===== src/rtl/escritor_quadro_saida.sv =====
// Output frame writer: takes the 2x upscaled pixel stream and stores it row-major
// into the frame buffer, flagging frames that end early or pixels outside a frame.
module escritor_quadro_saida #(
  parameter int ADDR_WIDTH = 21,
  parameter int BASE_ADDR  = 0,
  parameter int STRIDE     = 1280
) (
  input  logic                  clk,
  input  logic                  resetn,
  input  logic                  start,
  input  logic [10:0]           largura_out,
  input  logic [10:0]           altura_out,
  input  logic [7:0]            pixel_in,
  input  logic                  pixel_in_valid,
  input  logic                  fonte_done,
  output logic                  mem_we,
  output logic [ADDR_WIDTH-1:0] mem_addr,
  output logic [7:0]            mem_data,
  output logic                  ocupado,
  output logic                  quadro_done,
  output logic                  erro_falta,
  output logic                  erro_excesso,
  output logic [1:0]            estado
);

  // Stream handshake: pixel_in is taken on every cycle pixel_in_valid is high;
  // there is no ready/backpressure, so the writer must accept every valid pixel.

  typedef enum logic [1:0] {
    S_IDLE       = 2'd0,
    S_ESCREVENDO = 2'd1,
    S_FIM        = 2'd2
  } state_t;

  localparam logic [10:0]           STRIDE_W = 11'(STRIDE);
  localparam logic [ADDR_WIDTH-1:0] STRIDE_A = ADDR_WIDTH'(STRIDE);
  localparam logic [ADDR_WIDTH-1:0] BASE_A   = ADDR_WIDTH'(BASE_ADDR);

  state_t                  state, state_next;
  logic [10:0]             w_reg, h_reg, x, y;
  logic [ADDR_WIDTH-1:0]   row_base;
  logic [10:0]             w_lat;
  logic                    ultimo_x, ultimo, accept, fim_normal, falta;

  always_comb begin
    w_lat      = (largura_out > STRIDE_W) ? STRIDE_W : largura_out;
    ultimo_x   = (x == w_reg - 11'd1);
    ultimo     = ultimo_x && (y == h_reg - 11'd1);
    accept     = (state == S_ESCREVENDO) && pixel_in_valid;
    fim_normal = accept && ultimo;
    // fonte_done coinciding with the final pixel is the normal end, not a short frame
    falta      = (state == S_ESCREVENDO) && fonte_done && !fim_normal;
  end

  always_comb begin
    state_next = state;
    case (state)
      S_IDLE: begin
        if (start)
          state_next = (w_lat == 11'd0 || altura_out == 11'd0) ? S_FIM : S_ESCREVENDO;
      end
      S_ESCREVENDO: begin
        if (fim_normal || falta)
          state_next = S_FIM;
      end
      S_FIM:   state_next = S_IDLE;
      default: state_next = S_IDLE;
    endcase
  end

  always_ff @(posedge clk or negedge resetn) begin
    if (!resetn) state <= S_IDLE;
    else         state <= state_next;
  end

  always_ff @(posedge clk or negedge resetn) begin
    if (!resetn) begin
      w_reg        <= '0;
      h_reg        <= '0;
      x            <= '0;
      y            <= '0;
      row_base     <= '0;
      mem_we       <= 1'b0;
      mem_addr     <= '0;
      mem_data     <= '0;
      erro_falta   <= 1'b0;
      erro_excesso <= 1'b0;
    end else begin
      mem_we <= accept;
      if (state == S_IDLE && start) begin
        w_reg        <= w_lat;
        h_reg        <= altura_out;
        x            <= '0;
        y            <= '0;
        row_base     <= BASE_A;
        erro_falta   <= 1'b0;
        erro_excesso <= 1'b0;
      end
      if (accept) begin
        mem_addr <= row_base + ADDR_WIDTH'(x);
        mem_data <= pixel_in;
        if (ultimo_x) begin
          x        <= '0;
          y        <= y + 11'd1;
          row_base <= row_base + STRIDE_A;
        end else begin
          x <= x + 11'd1;
        end
      end
      if (falta)
        erro_falta <= 1'b1;
      if (pixel_in_valid && ((state == S_IDLE && !start) || state == S_FIM))
        erro_excesso <= 1'b1;
    end
  end

  assign ocupado     = (state == S_ESCREVENDO);
  assign quadro_done = (state == S_FIM);
  assign estado      = state;

endmodule


===== config.mk =====
export PLATFORM = sky130hd
export DESIGN_NAME = escritor_quadro_saida
export DESIGN_NICKNAME = d
export VERILOG_FILES = /design/src/rtl/escritor_quadro_saida.sv
export SDC_FILE = /design/constraint.sdc
export NUM_CORES = 1
export LEC_CHECK = 0
export CAP_MARGIN = 20
export CORE_AREA = 3 3 85 147
export CTS_CLUSTER_DIAMETER = 120
export CTS_CLUSTER_SIZE = 30
export DETAILED_ROUTE_END_ITERATION = 16
export DIE_AREA = 0 0 88 150
export PLACE_DENSITY = 0.8
export SYNTH_ARGS = -nofsm -noshare
export SYNTH_HDL_FRONTEND = slang
export SYNTH_SLANG_ARGS = --single-unit

===== constraint.sdc =====
create_clock -name clk -period 2.7 [get_ports clk]
set_clock_uncertainty 0.1 [all_clocks]
set_input_delay 0.27 -clock clk [delete_from_list [all_inputs] [get_ports clk]]
set_output_delay 0.27 -clock clk [all_outputs]
set_load 0.02 [all_outputs]

==> metrics.md, run 1 <==
| Metric | Value |
|---|---|
| First-pass GRT wire length | `24.67 mm` |
| Fin crit period | `2830 ps` |
| Filler cells | `930` |
| Crit-path leading delay family | `simple AND/OR/NAND/NOR gates` |
| Layout cells sized above 1 | `0.1578` |
| Number of distinct library cells after synthesis | `69` |
| Sequential fraction of the synthesis area | `0.4297` |
| Setup ws final | `-130.0 ps` |
| Worst Setup Path Type | `reg -> reg` |
| Clock slew at reported path FFs | `80 ps` |
| Crit path launch type | `flop` |
| Worst Tran Pin Value | `847.7 ps` |
| Max_cap viols | `0` |
| Max_slew headroom | `0.4328` |
| Reg2Reg Depth | `10` |
| CTS Root Buffer Type | `clkbuf_16` |
| Final Non-Filler Cells | `883` |
| CP max-delay cell | `or4b_4` |
| Status | `finished with violations` |
| Routed via count | `5292` |
| Final setup viols | `15` |
| Placed cells | `853` |
| WP data required | `2820 ps` |
| Hold slack | `350.9 ps` |
| Area Growth Syn to Fin | `30.36%` |
| Die ar. | `13200 µm²` |
| 1st-iter DRT viols | `286` |
| Leakage | `3.380 nW` |
| Cell breakdown of the critical path | `inv_2 > ha_4 > or4b_4 > nor2_2 > xnor2_1 > o41ai_4 > buf_4 > o211ai_4 > or4_4 > mux2i_1` |
| Yosys Warn Count | `0` |
| Post-DP HPWL | `10.86 mm` |
| Top FF cell, synth | `dfrtp_1` |
| DR vias/cell | `5.993` |
| Pwr Density | `805.7 nW/µm²` |
| Register-to-register setup slack | `-130 ps` |
| CTS tree | `done` |
| WHS Path Cells | `3` |
| Post-Route WL | `14.98 mm` |
| Worst Path Arrival | `2950 ps` |
| FP Rows | `52` |
| Initial Utilization | `0.5007` |
| Hold Path Class | `in -> reg` |
| Initial antenna violation count | `0` |
| Hold EP | `mem_data[3]` |
| Ys async rst share | `1.000` |
| CTS max path bufs | `2` |
| DRC | `0` |
| Min-delay src | `pixel_in[3]` |
| Worst vdd rail ir drop | `533.7 µV` |
| Ant diodes | `0` |
| CORE AREA | `11520 µm²` |
| Cells after synthesis | `639` |
| Worst-Skew Late Latency | `340 ps` |
| Final GP Congestion | `0.9357` |
| Crit Reg-Reg Startpoint | `w_reg[0]` |
| # clock sinks | `99` |
| Final hold violation count | `0` |
| Pin count of the biggest net entering global routing | `57` |
| EDFF count, synth | `0` |
| RSZ-0062 raised after global routing | `yes` |
| Final slew viol count | `0` |
| Layout net count | `795` |
| #FFs+latches synth | `99` |
| # IOs | `71` |
| Fmax | `353.4 MHz` |
| GRT Total Usage | `0.2333` |
| Port-buffer cells | `70` |
| Most frequent cells in the layout | `117 x nand2_1, 99 x dfrtp_1, 69 x clkdlybuf4s50_1` |
| Mean Syn Cell Area | `9.023 µm²` |
| Routed wl met3 | `598 µm` |
| Max layer used | `met4` |
| WL met1 | `5.656 mm` |
| Crit path buf inv count | `2` |
| Failing checks | `negative setup slack` |
| Top Registers | `mem_addr: 21 flops, row_base: 21 flops` |
| DRT Pass-1 Iters | `5` |
| Die extent in y | `150 µm` |
| Commonest non-fill, non-tap cell in the layout | `nand2_1` |
| Wire length on met2 | `8.167 mm` |
| Mapped Area | `5766 µm²` |
| Vias in the first global route | `5383` |
| CP Capture Type | `flop` |
| Reg-to-reg endpoint | `row_base[13]` |
| Syn_nets | `691` |
| H-tree depth | `3` |
| Largest stage delay, worst path | `510 ps` |
| CTS Buf Count | `9` |
| Tcrit/Tclk final | `1.048` |
| Avg WL per Cell | `16.96 µm` |
| Die Width | `88 µm` |
| Routed Antenna Nets | `0` |
| Gr ovfl total | `0` |
| Worst-path maximum fanout | `6` |
## kinds of logic (layout without fill, tap and decap cells)
logic type,Yosys count,after routing,share of synthesized area
AOI/OAI and AO/OA,150,150,0.1871
xor gates and xnor gates,42,42,0.06380
adders and majority gates,17,17,0.03819
buffers and inverters,54,163,0.03754
DFF,99,99,0.4297
muxes,5,5,0.008898
and+or+nand+nor,272,272,0.2348
## through the flow
step                setup TNS [ps]  area, µm²    util  worst slack [ps]  power, W
floorplan                   -31.86       5789       -            -8.632  0.003530
global placement            -172.8       6850  0.5949            -20.22  0.004366
detailed placement           -1729       6850  0.5949            -128.4  0.004495
CTS                          -1766       7300  0.6339            -131.7  0.005986
global route                 -4629       7516  0.6527            -234.6  0.006419
finish                      -799.2       7516  0.6527            -130.0  0.006056
## worst reg2reg max path, cell delays in order (launching register included)
cell	delay, ps
dfrtp_1	400
inv_2	80
ha_4	120
or4b_4	510
nor2_2	120
xnor2_1	100
o41ai_4	330
buf_4	190
o211ai_4	110
or4_4	500
mux2i_1	140
## synthesized netlist by cell type (all sizes together) (7+ instances only)
library cell  instances  area share
nor3                 11      0.0095
or4                  12       0.016
a21oi                19       0.016
nand3                29       0.025
a31o                  7       0.011
a31oi                 8      0.0087
and3                 10       0.011
nor4                  9       0.013
o21ai                32       0.028
nand2               119       0.077
nor2b                11       0.012
a22o                 14       0.021
o31ai                 8       0.010
xor2                 18       0.027
ha                   16       0.035
o211ai               14       0.021
xnor2                24       0.036
inv                  19       0.012
buf                   9      0.0082
dfrtp                99        0.43
and2                 10       0.011
nor2                 33       0.022
clkbuf               25       0.016
## layout make-up
| class | count | area (µm²) | area share |
|---|---|---|---|
| clock buffers | 9 | 225.2 | 0.02997 |
| clock inverters | 7 | 106.4 | 0.01415 |
| inverters | 20 | 75.07 | 0.009988 |
| multi-input cells | 486 | 3281 | 0.4365 |
| flip-flops and latches | 99 | 2477 | 0.3296 |
| well taps | 135 | 168.9 | 0.02247 |
| repair buffers | 127 | 1182 | 0.1573 |
## routing by layer
layer	GRT usage	vias to the layer above
met4	0.1144	0
met2	0.4215	173
met5	0	-
li1	-	2517
met1	0.2616	2559
met3	0.03140	43
## power breakdown
group	switching, W	internal (W)
Sequential	0.000244	0.00175
Clock	0.000605	0.000831
Combinational	0.00144	0.00118
## how the worst max path moves through the flow
stage | from | end | slack [ps] | cells past startpoint
after floorplan | w_reg[0] | x[7] | -9 | 10
after global placement | w_reg[1] | x[3] | -20 | 11
after detailed placement | w_reg[1] | row_base[13] | -130 | 10
after CTS | w_reg[1] | estado[1] | -130 | 10
after global routing | w_reg[1] | row_base[13] | -230 | 10
final | w_reg[0] | row_base[13] | -130 | 10
## timing repair
action | in CTS | in global routing
hold buffers | 1 | 0
gates cloned | 0 | 1
pin swaps | 10 | 22
hold endpoints to repair | 43 | 0
buffers inserted | 7 | 5
gates resized for setup | 10 | 36
setup endpoints to repair | 26 | 40
No activity file was read; power rests on OpenSTA's default activity.
==> inputs of run 2 (changes only) <==
--- a/config.mk
+++ b/config.mk
@@ -5,13 +5,15 @@
 export SDC_FILE = /design/constraint.sdc
 export NUM_CORES = 1
 export LEC_CHECK = 0
+export ABC_AREA = 1
 export CAP_MARGIN = 20
-export CORE_AREA = 3 3 85 147
+export CORE_AREA = 3 3 114 116
 export CTS_CLUSTER_DIAMETER = 120
 export CTS_CLUSTER_SIZE = 30
 export DETAILED_ROUTE_END_ITERATION = 16
-export DIE_AREA = 0 0 88 150
-export PLACE_DENSITY = 0.8
+export DIE_AREA = 0 0 117 119
+export GPL_TIMING_DRIVEN = 0
+export PLACE_DENSITY = 0.81
 export SYNTH_ARGS = -nofsm -noshare
 export SYNTH_HDL_FRONTEND = slang
 export SYNTH_SLANG_ARGS = --single-unit
==> run 2 against run 1 <==
  * The flow now finishes without violations
  * Setup slack better by 320 ps
  * Core utilization is 3.2 points lower
  * Global-route usage is 1.7 points lower
  * Clock-buffer cell count stayed put
  * Critical path depth is 3 higher
  * Sequential power is 2% higher
  * Clock power is 13% lower
  * Synthesized cell count is 32% higher
  * Highest routed layer unchanged
==> metrics.md, run 2 <==
| Metric | Value |
|---|---|
| Cells after synthesis | `844 (+32%)` |
| Routed Antenna Nets | `0 (unchanged)` |
| Mapped Area | `6242 µm² (+8.3%)` |
| Worst Path Arrival | `2640 ps (-310 ps)` |
| CTS Root Buffer Type | `clkbuf_16` |
| Power, Total | `0.005928 W (-2.1%)` |
| Die Width | `117 µm (+33%)` |
| DRT Pass-1 Iters | `5 (unchanged)` |
| First-pass GRT wire length | `24.22 mm (-1.8%)` |
| Synth top area share | `0.3969 (-0.03281)` |
| Sequential fraction of the synthesis area | `0.3969 (-0.03281)` |
| Vias in the first global route | `5298 (-1.6%)` |
| Cell breakdown of the critical path | `ha_1 > inv_1 > fa_1 > inv_1 > nand3_1 > nand2_1 > inv_1 > o211ai_1 > buf_4 > nand2_1 > nor2_1 > xor2_1 > o21ai_0` |
| GRT Total Usage | `0.2164 (-0.01688)` |
| Top Registers | `mem_addr: 21 flops, row_base: 21 flops` |
| Worst-path maximum fanout | `6 (unchanged)` |
| CP max-delay cell | `dfrtp_2` |
| Final slew viol count | `0 (unchanged)` |
| Commonest non-fill, non-tap cell in the layout | `nand2_1` |
| Status | `finished clean` |
| Worst Setup Path Type | `reg -> reg` |
| #FFs+latches synth | `99 (unchanged)` |
| WP data required | `2830 ps (about the same)` |
| Fmax | `397.9 MHz (+13%)` |
| Initial Utilization | `0.5197 (+0.01904)` |
| DR vias/cell | `5.110 (-15%)` |
| Most numerous cell in the Yosys netlist | `nand2_1` |
| Worst-Skew Late Latency | `360 ps (+20 ps)` |
| Final setup viols | `0 (-15)` |
| Routed via count | `5519 (+4.3%)` |
| CTS max path bufs | `2 (unchanged)` |
| # clock sinks | `99 (unchanged)` |
| Avg WL per Cell | `12.96 µm (-24%)` |
| Die extent in y | `119 µm (-21%)` |
| Area Growth Syn to Fin | `19.44%` |
| Post-Route WL | `13.99 mm (-6.6%)` |
| Post-synth top area cell | `dfrtp_1` |
| Cell mode on critical path | `inv_1` |
| Total Negative Setup Slacks | `0 ps (+799.2 ps)` |
| Clk pwr share | `0.211 (-0.026)` |
| H-tree depth | `3 (unchanged)` |
| Crit path launch type | `flop` |
| Die ar. | `13920 µm² (+5.5%)` |
| Comb pwr share | `0.444 (+0.011)` |
| CTS Buf Count | `9 (unchanged)` |
| Number of distinct library cells after synthesis | `39 (-43%)` |
| Part of the power in registers | `0.345 (+0.015)` |
| RSZ-0062 raised after global routing | `no` |
| Final GP Congestion | `0.9000 (-3.8%)` |
| CTS tree | `done` |
| Area of the multi-input gates | `3257 µm² (-0.72%)` |
| 1st-iter DRT viols | `263 (-8.0%)` |
| Fin crit period | `2513 ps (-317.0 ps)` |
| Yosys Warn Count | `0 (unchanged)` |
| Layout net count | `980 (+23%)` |
| Pin count of the biggest net entering global routing | `64 (+12%)` |
| Mean Syn Cell Area | `7.396 µm² (-18%)` |
| Worst vdd rail ir drop | `794.4 µV (+49%)` |
| Largest cells by area after synthesis | `dfrtp_1 40%, nand2_1 16%, inv_1 6.1%, xor2_1 5.9%, nand3_1 4.6%` |
| Port-buffer cells | `70 (unchanged)` |
| Final hold violation count | `0 (unchanged)` |
| Most frequent cells in the layout | `259 x nand2_1, 102 x inv_1, 98 x dfrtp_1` |
| CORE AREA | `12010 µm² (+4.3%)` |
| Sw frac | `0.4323 (+0.05404)` |
| Largest stage delay, worst path | `450 ps (-60 ps)` |
| Hold Path Class | `in -> async` |
| Max_cap viols | `0 (unchanged)` |
| Synth top cells by count | `259 x nand2_1, 102 x inv_1, 99 x dfrtp_1` |
| Max_slew headroom | `0.5106 (+0.07786)` |
| Clock slew at reported path FFs | `70 ps (about the same)` |
| Post-DP HPWL | `10.60 mm (-2.3%)` |
| Leakage | `3.509 nW (+3.8%)` |
| Switch Pwr | `0.002563 W (+12%)` |
| Layout cells sized above 1 | `0.07503 (-0.08273)` |
| Internal | `0.003366 W (-11%)` |
| EDFF count, synth | `0 (unchanged)` |
| Gr ovfl total | `0 (unchanged)` |
| CP Capture Type | `flop` |
| Tcrit/Tclk final | `0.9307 (-0.1174)` |
| Initial antenna violation count | `0 (unchanged)` |
| DRC | `0 (unchanged)` |
| Ys async rst share | `1.000 (unchanged)` |
| Ant diodes | `0 (unchanged)` |
| Register Area | `2479 µm² (about the same)` |
| Syn_nets | `896 (+30%)` |
| Pwr Density | `795.1 nW/µm² (-1.3%)` |
| FP Rows | `40 (-23%)` |
| Worst Tran Pin Value | `731.4 ps (-116.4 ps)` |
| Top FF cell, synth | `dfrtp_1` |
| # IOs | `71 (unchanged)` |
| Filler cells | `1073 (+15%)` |
## run 2: worst paths after layout
kind	startpoint	end	slack (ps)	cells past startpoint
min in group clk	pixel_in[6]	mem_data[6]	340	3
setup reg to reg	x[0]	mem_addr[18]	190	13
hold / removal	resetn	h_reg[7]	310	2
max in group asynchronous	resetn	x[0]	1510	3
hold reg to reg	mem_addr[11]	mem_addr[11]	380	2
setup / recovery	x[0]	mem_addr[18]	190	13
## run 2: area by class of cell
type | instances | area share
multi-input cells | 617 | 0.4368
clock inverters | 7 | 0.008055
flip-flops and latches | 99 | 0.3324
clock buffers | 9 | 0.03021
well taps | 147 | 0.02467
plain buffers | 21 | 0.01426
inverters | 107 | 0.05387
repair buffers | 73 | 0.09968
## run 2: metal layers
| metal | vias up | wire, µm | GRT usage |
|---|---|---|---|
| li1 | 2864 | - | - |
| met1 | 2497 | 6632 | 0.2879 |
| met2 | 141 | 6378 | 0.3442 |
| met3 | 17 | 777 | 0.05843 |
| met4 | 0 | 204 | 0.06380 |
| met5 | - | 0 | 0 |
## run 2: worst max-delay path: cells and delay by family, from the launching register on
kind / cells / cell delay [ps]
xor gates and xnor gates: 1 / 140
AOI/OAI and AO/OA: 2 / 250
DFF: 1 / 450
and+or+nand+nor: 4 / 410
buffers and inverters: 4 / 380
adders and majority gates: 2 / 660
## run 2: repair_timing
action	in CTS	in global routing
hold endpoints to repair	36	0
setup endpoints to repair	1	2
gates resized for setup	0	1
pin swaps	1	0
hold buffers	1	0
setup buffers	1	0
## run 2: power groups by stage
| stage | Sequential [W] | Combinational, W | Clock, W |
|---|---|---|---|
| floorplan | 0.00214 | 0.00176 | 0 |
| detailed placement | 0.00206 | 0.00264 | 0 |
| CTS | 0.00204 | 0.00265 | 0.00128 |
| global route | 0.00209 | 0.00299 | 0.00133 |
| finish | 0.00204 | 0.00263 | 0.00125 |
| global placement | 0.00206 | 0.00259 | 0 |
## run 2: per-stage QoR
stage	instances	area [µm²]	utilization	setup slack [ps]	hold WS [ps]
after detailed placement	1062	7152	0.5954	-20.69	175.2
final	1080	7456	0.6207	187.0	311.8
after floorplan	844	6242	-	454.6	-125.6
after CTS	1080	7455	0.6206	142.4	323.8
after global placement	1061	7127	0.5933	-2374	362.9
after global routing	1080	7456	0.6207	0.2469	361.4
## run 2: logic make-up (layout without fill, tap and decap cells)
logic type,after synthesis,after routing,synth area share
simple gates,438,438,0.3071
xor+xnor,53,53,0.07436
flops,99,99,0.3969
buf+inv,128,217,0.08138
compound gates,109,109,0.1050
fa+ha+maj,17,17,0.03528
==> variant 1 (settings of run 2) <==
Set the parameter `ADDR_WIDTH` to 25 (it was 21).
--- a/src/rtl/escritor_quadro_saida.sv
+++ b/src/rtl/escritor_quadro_saida.sv
@@ -3,3 +3,3 @@
 module escritor_quadro_saida #(
-  parameter int ADDR_WIDTH = 21,
+  parameter int ADDR_WIDTH = 25,
   parameter int BASE_ADDR  = 0,
Interface: changed (resized mem_addr); port bits go from 71 to 75. The function was not compared with the original's and may differ.
==> variant 1 against run 2 <==
Area after synthesis is 11% higher. Power is 10% higher. Die area stayed put. Routed wire length is 28% higher. Worst hold slack better by 0.033 ns. Combinational power is 15% higher. Largest power group unchanged. Setup slack worse by 0.034 ns. Sequential cell count is 8 higher. Cell area is 10% higher.
==> variant 1: results (changes against run 2) <==
result of the run - completed (unchanged)
first-pass GRT wire length - 30200 um (was 24200 um)
synth cell count leaders - 364 x nand2_1, 108 x nor2_1, 107 x dfrtp_1 (was 259 x nand2_1, 102 x inv_1, 99 x dfrtp_1)
layout cell share with drive strength beyond 1 - 3.89% (was 7.50%)
syn_nets - 1063 (was 896)
sequential area share after synthesis - 38.5% (was 39.7%)
1st-iter DRT viols - 528 (was 263)
met1 usage - 38.4% (was 28.8%)
Worst path max stage delay - 0.43 ns (was 0.45 ns)
GR Util met3 - 4.17% (was 5.84%)
port buffer count - 74 (was 70)
Avg Inst Size Synth - 6.87 um^2 (was 7.40 um^2)
Max VDD drop - 0.650 mV (was 0.794 mV)
# fillers - 1029 (was 1073)
DR WL met2 - 8320 um (was 6380 um)
M2 GR Usage - 41.7% (was 34.4%)
Synth Area in Compound Gates - 6.72% (was 10.5%)
Synth cell types - 36 (was 39)
Worst R2R Path Depth - 11 (was 13)
number of global-route vias before repair - 6316 (was 5298)
placed cells - 1233 (was 1062)
reg2reg setup slack - 0.15 ns (was 0.19 ns)
reg-to-reg endpoint - mem_addr[22] (was mem_addr[18])
slew at the pin closest to its max-slew limit - 0.690 ns (was 0.731 ns)
Top Registers - mem_addr (25), row_base (25) (was mem_addr (21), row_base (21))
final non-filler cell total - 1251 (was 1080)
met1 WL - 8160 um (was 6630 um)
Pleak - 0.00410 uW (was 0.00351 uW)
Top delay family on crit path - simple AND/OR/NAND/NOR gates (was adder cells)
area share of xor/xnor cells in the synthesized design - 6.05% (was 7.44%)
vias - 6829 (was 5519)
yosys warns - 0 (unchanged)
WL/cell - 14.4 um (was 13.0 um)
slowest CP cell - dfrtp_1 (was dfrtp_2)
crit path DAT - 2.69 ns (was 2.64 ns)
routability-driven placement congestion ratio - 0.988 (was 0.900)
adder-cell share of the synthesized area - 3.17% (was 3.53%)
CTS buffer count - 9 (unchanged)
synth top area cells - dfrtp_1 39%, nand2_1 20%, nor2_1 5.8% (was dfrtp_1 40%, nand2_1 16%, inv_1 6.1%)
Placed Instance Area - 0.00790 mm^2 (was 0.00715 mm^2)
post-DP HPWL - 13400 um (was 10600 um)
largest net degree at the start of global routing - 66 (was 64)
met3 WL - 1100 um (was 777 um)
CTS root buffer - clkbuf_16 (unchanged)
GRT Util Overall - 27.0% (was 21.6%)
-- variant 1: cell types whose count changed after synthesis, sizes merged, moves of 5 or more --
cell	change
nand2	+100
nand4	+32
nor2	+29
nand3	+12
o21ai	-10
dfrtp	+8
o22ai	-8
buf	+7
clkbuf	+7
nor3	-5
-- variant 1: layout make-up --
class	count	area, um^2	share of cell area (%)
Buffer	35	161	1.96
Clock buffer	10	239	2.91
Clock inverter	6	48.8	0.594
Inverter	105	394	4.79
Multi-Input combinational cell	764	3720	45.3
Sequential cell	107	2680	32.6
Tap cell	147	184	2.24
Timing Repair Buffer	77	796	9.68
-- variant 1: worst max-delay path by stage --
stage,from,endpoint,slack [ns],cells after the start
floorplan,x[0],mem_addr[10],0.45,11
finish,x[0],mem_addr[22],0.15,11
detailed placement,x[2],mem_addr[23],0.01,11
CTS,x[0],mem_addr[22],0.06,11
global placement,resetn,row_base[16],-2.83,1
global route,x[4],mem_addr[23],0.008,10
-- variant 1: per-stage QoR --
stage	hold WS (ns)	power (uW)	utilization (%)	setup WS, ns	TNS [ns]
after detailed placement	0.206	5160	65.7	0.0142	0
after global routing	0.354	7020	68.4	0.00790	0
after floorplan	-0.126	4140	-	0.450	0
final	0.345	6530	68.4	0.153	0
after global placement	0.363	5100	65.5	-2.83	-301.71
after CTS	0.341	6470	68.2	0.0557	0
-- variant 1: power breakdown --
group | internal [uW] | total, uW | switching [uW]
Clock | 662 | 1300 | 642
Sequential | 1930 | 2210 | 278
Combinational | 1060 | 3020 | 1960
Total | 3650 | 6530 | 2880
-- variant 1: repair_timing --
item / 4_1_cts / 5_1_grt
endpoints found under the setup margin: 1 / 24
gates cloned: 0 / 0
resized for setup: 1 / 4
pin swaps: 0 / 1
hold buffers: 1 / 0
buffers inserted: 0 / 1
endpoints found under the hold margin: 42 / 0
==> variant 2 (config.mk and constraints of run 2) <==
Without the edit above. Make the reset (`resetn`) synchronous in 2 clocked blocks.
--- a/src/rtl/escritor_quadro_saida.sv
+++ b/src/rtl/escritor_quadro_saida.sv
@@ -70,3 +70,3 @@
 
-  always_ff @(posedge clk or negedge resetn) begin
+  always_ff @(posedge clk) begin
     if (!resetn) state <= S_IDLE;
@@ -75,3 +75,3 @@
 
-  always_ff @(posedge clk or negedge resetn) begin
+  always_ff @(posedge clk) begin
     if (!resetn) begin
Formal check against the unedited RTL: differs if resetn is asserted again (counterexample within 4 cycles, from zero or initial values and one cycle with resetn low); with resetn held inactive, the same outputs for 10 cycles.
==> variant 2 against run 2 <==
Area after synthesis is 5.6% lower. Worst hold slack worse by 0.070 ns. Sequential cell count unchanged. Sequential share of layout area fell by 5.3 points. Count of clock-buffer cells in the layout unchanged. Critical path depth fell by 3. Global-route usage is 0.64 points higher. Setup slack gained 0.043 ns. Routed wire length grew 7.2%. Core utilization is 3.1 points lower. Cell area shrank 5.0%. Die area did not move.
Power is not compared: it rests on default switching activity, and its combinational part moved more than twofold at a synthesized area within 25%.
==> variant 2: results (changes against run 2) <==
result of the run - completed (unchanged)
largest net degree at the start of global routing - 18 (was 64)
met1 WL - 6650 um (was 6630 um)
crit path to - mem_addr[8] (was mem_addr[18])
GRT Util Overall - 22.3% (was 21.6%)
Data buffer area share - 11.4% (about the same)
FF-to-FF Start - x[0] (unchanged)
post-DP HPWL - 11500 um (was 10600 um)
number of global-route vias before repair - 5492 (was 5298)
hold slack - 0.241 ns (was 0.312 ns)
Seq area share - 28.0% (was 33.2%)
multi-input logic cell count - 679 (was 617)
met3 WL - 719 um (was 777 um)
Worst R2R Path Depth - 10 (was 13)
multi-input combinational area share - 48.3% (was 43.7%)
synth cell count leaders - 278 x nand2_1, 101 x inv_1, 99 x dfxtp_1 (was 259 x nand2_1, 102 x inv_1, 99 x dfrtp_1)
M2 GR Usage - 35.9% (was 34.4%)
final non-filler cell total - 1141 (was 1080)
post-CTS setup buffer count - 0 (was 1)
Pleak - 0.00309 uW
nets - 1042 (was 980)
GR Util met3 - 4.52% (was 5.84%)
Top delay family on crit path - compound AO/OA/AOI/OAI gates (was adder cells)
routed vias/inst - 5.26 (was 5.11)
Async SR Flop Fraction - 0% (was 100%)
layout cell share with drive strength beyond 1 - 5.43% (was 7.50%)
Worst Setup Slack post-DPL - -0.104 ns (was -0.0207 ns)
H-tree Lvls - 3 (unchanged)
sequential area share after synthesis - 33.6% (was 39.7%)
DR WL met2 - 7250 um (was 6380 um)
ys flop type - dfxtp_1 (was dfrtp_1)
fin util - 59.0% (was 62.1%)
Plain + repair buffers - 96 (was 94)
Synth cell types - 42 (was 39)
tap cells - 147 (unchanged)
Non-clk invs - 105 (was 107)
final wirelength - 15000 um (was 14000 um)
Hold Path Class - input pin to register (was input pin to async pin)
port buffer count - 69 (was 70)
met1 usage - 29.0% (was 28.8%)
reg2reg setup slack - 0.23 ns (was 0.19 ns)
routability-driven placement congestion ratio - 0.942 (was 0.900)
first-pass GRT wire length - 25200 um (was 24200 um)
Avg Inst Size Synth - 6.48 um^2 (was 7.40 um^2)
slew at the pin closest to its max-slew limit - 0.630 ns (was 0.731 ns)
Placed Instance Area - 0.00677 mm^2 (was 0.00715 mm^2)
crit path DAT - 2.62 ns (was 2.64 ns)
1st-iter DRT viols - 386 (was 263)
crit path max fanout - 7 (was 6)
slowest CP cell - dfxtp_1 (was dfrtp_2)
Worst path max stage delay - 0.50 ns (was 0.45 ns)
clk cell area share - 4.22% (was 3.83%)
syn_nets - 962 (was 896)
final period utilization - 91.5% (was 93.1%)
# fillers - 1154 (was 1073)
post-CTS sizing - 1 (was 0)
synth top area cells - dfxtp_1 34%, nand2_1 18%, nand3_1 6.7% (was dfrtp_1 40%, nand2_1 16%, inv_1 6.1%)
variant 2: changes by cell type after synthesis, sizes merged, moves of 3 or more:
| cell | change |
|---|---|
| dfxtp | +99 |
| xnor2 | -3 |
| dfrtp | -99 |
| nand2 | +21 |
| o21ai | -18 |
| nor2 | +6 |
| a21oi | +40 |
| clkbuf | +6 |
| xor2 | -12 |
| nand3 | +20 |
variant 2: power by group through the flow:
stage                     Sequential [uW]  Clock [uW]  Combinational (uW)
after floorplan                      1610           0                 366
after global placement               1590           0                 588
after detailed placement             1590           0                 596
after CTS                            1560        1350                 599
after global routing                 1560        1410                 677
final                                1560        1330                 602
variant 2: cells by family after synthesis:
group                    after synthesis  synth area share, %
AO/OA/AOI/OAI                        134                 12.4
XOR/XNOR                              38                 5.65
adder cells (fa/ha/maj)               17                 3.74
buffers and inverters                132                 8.64
flip-flops                            99                 33.6
AND/OR/NAND/NOR                      490                 36.0
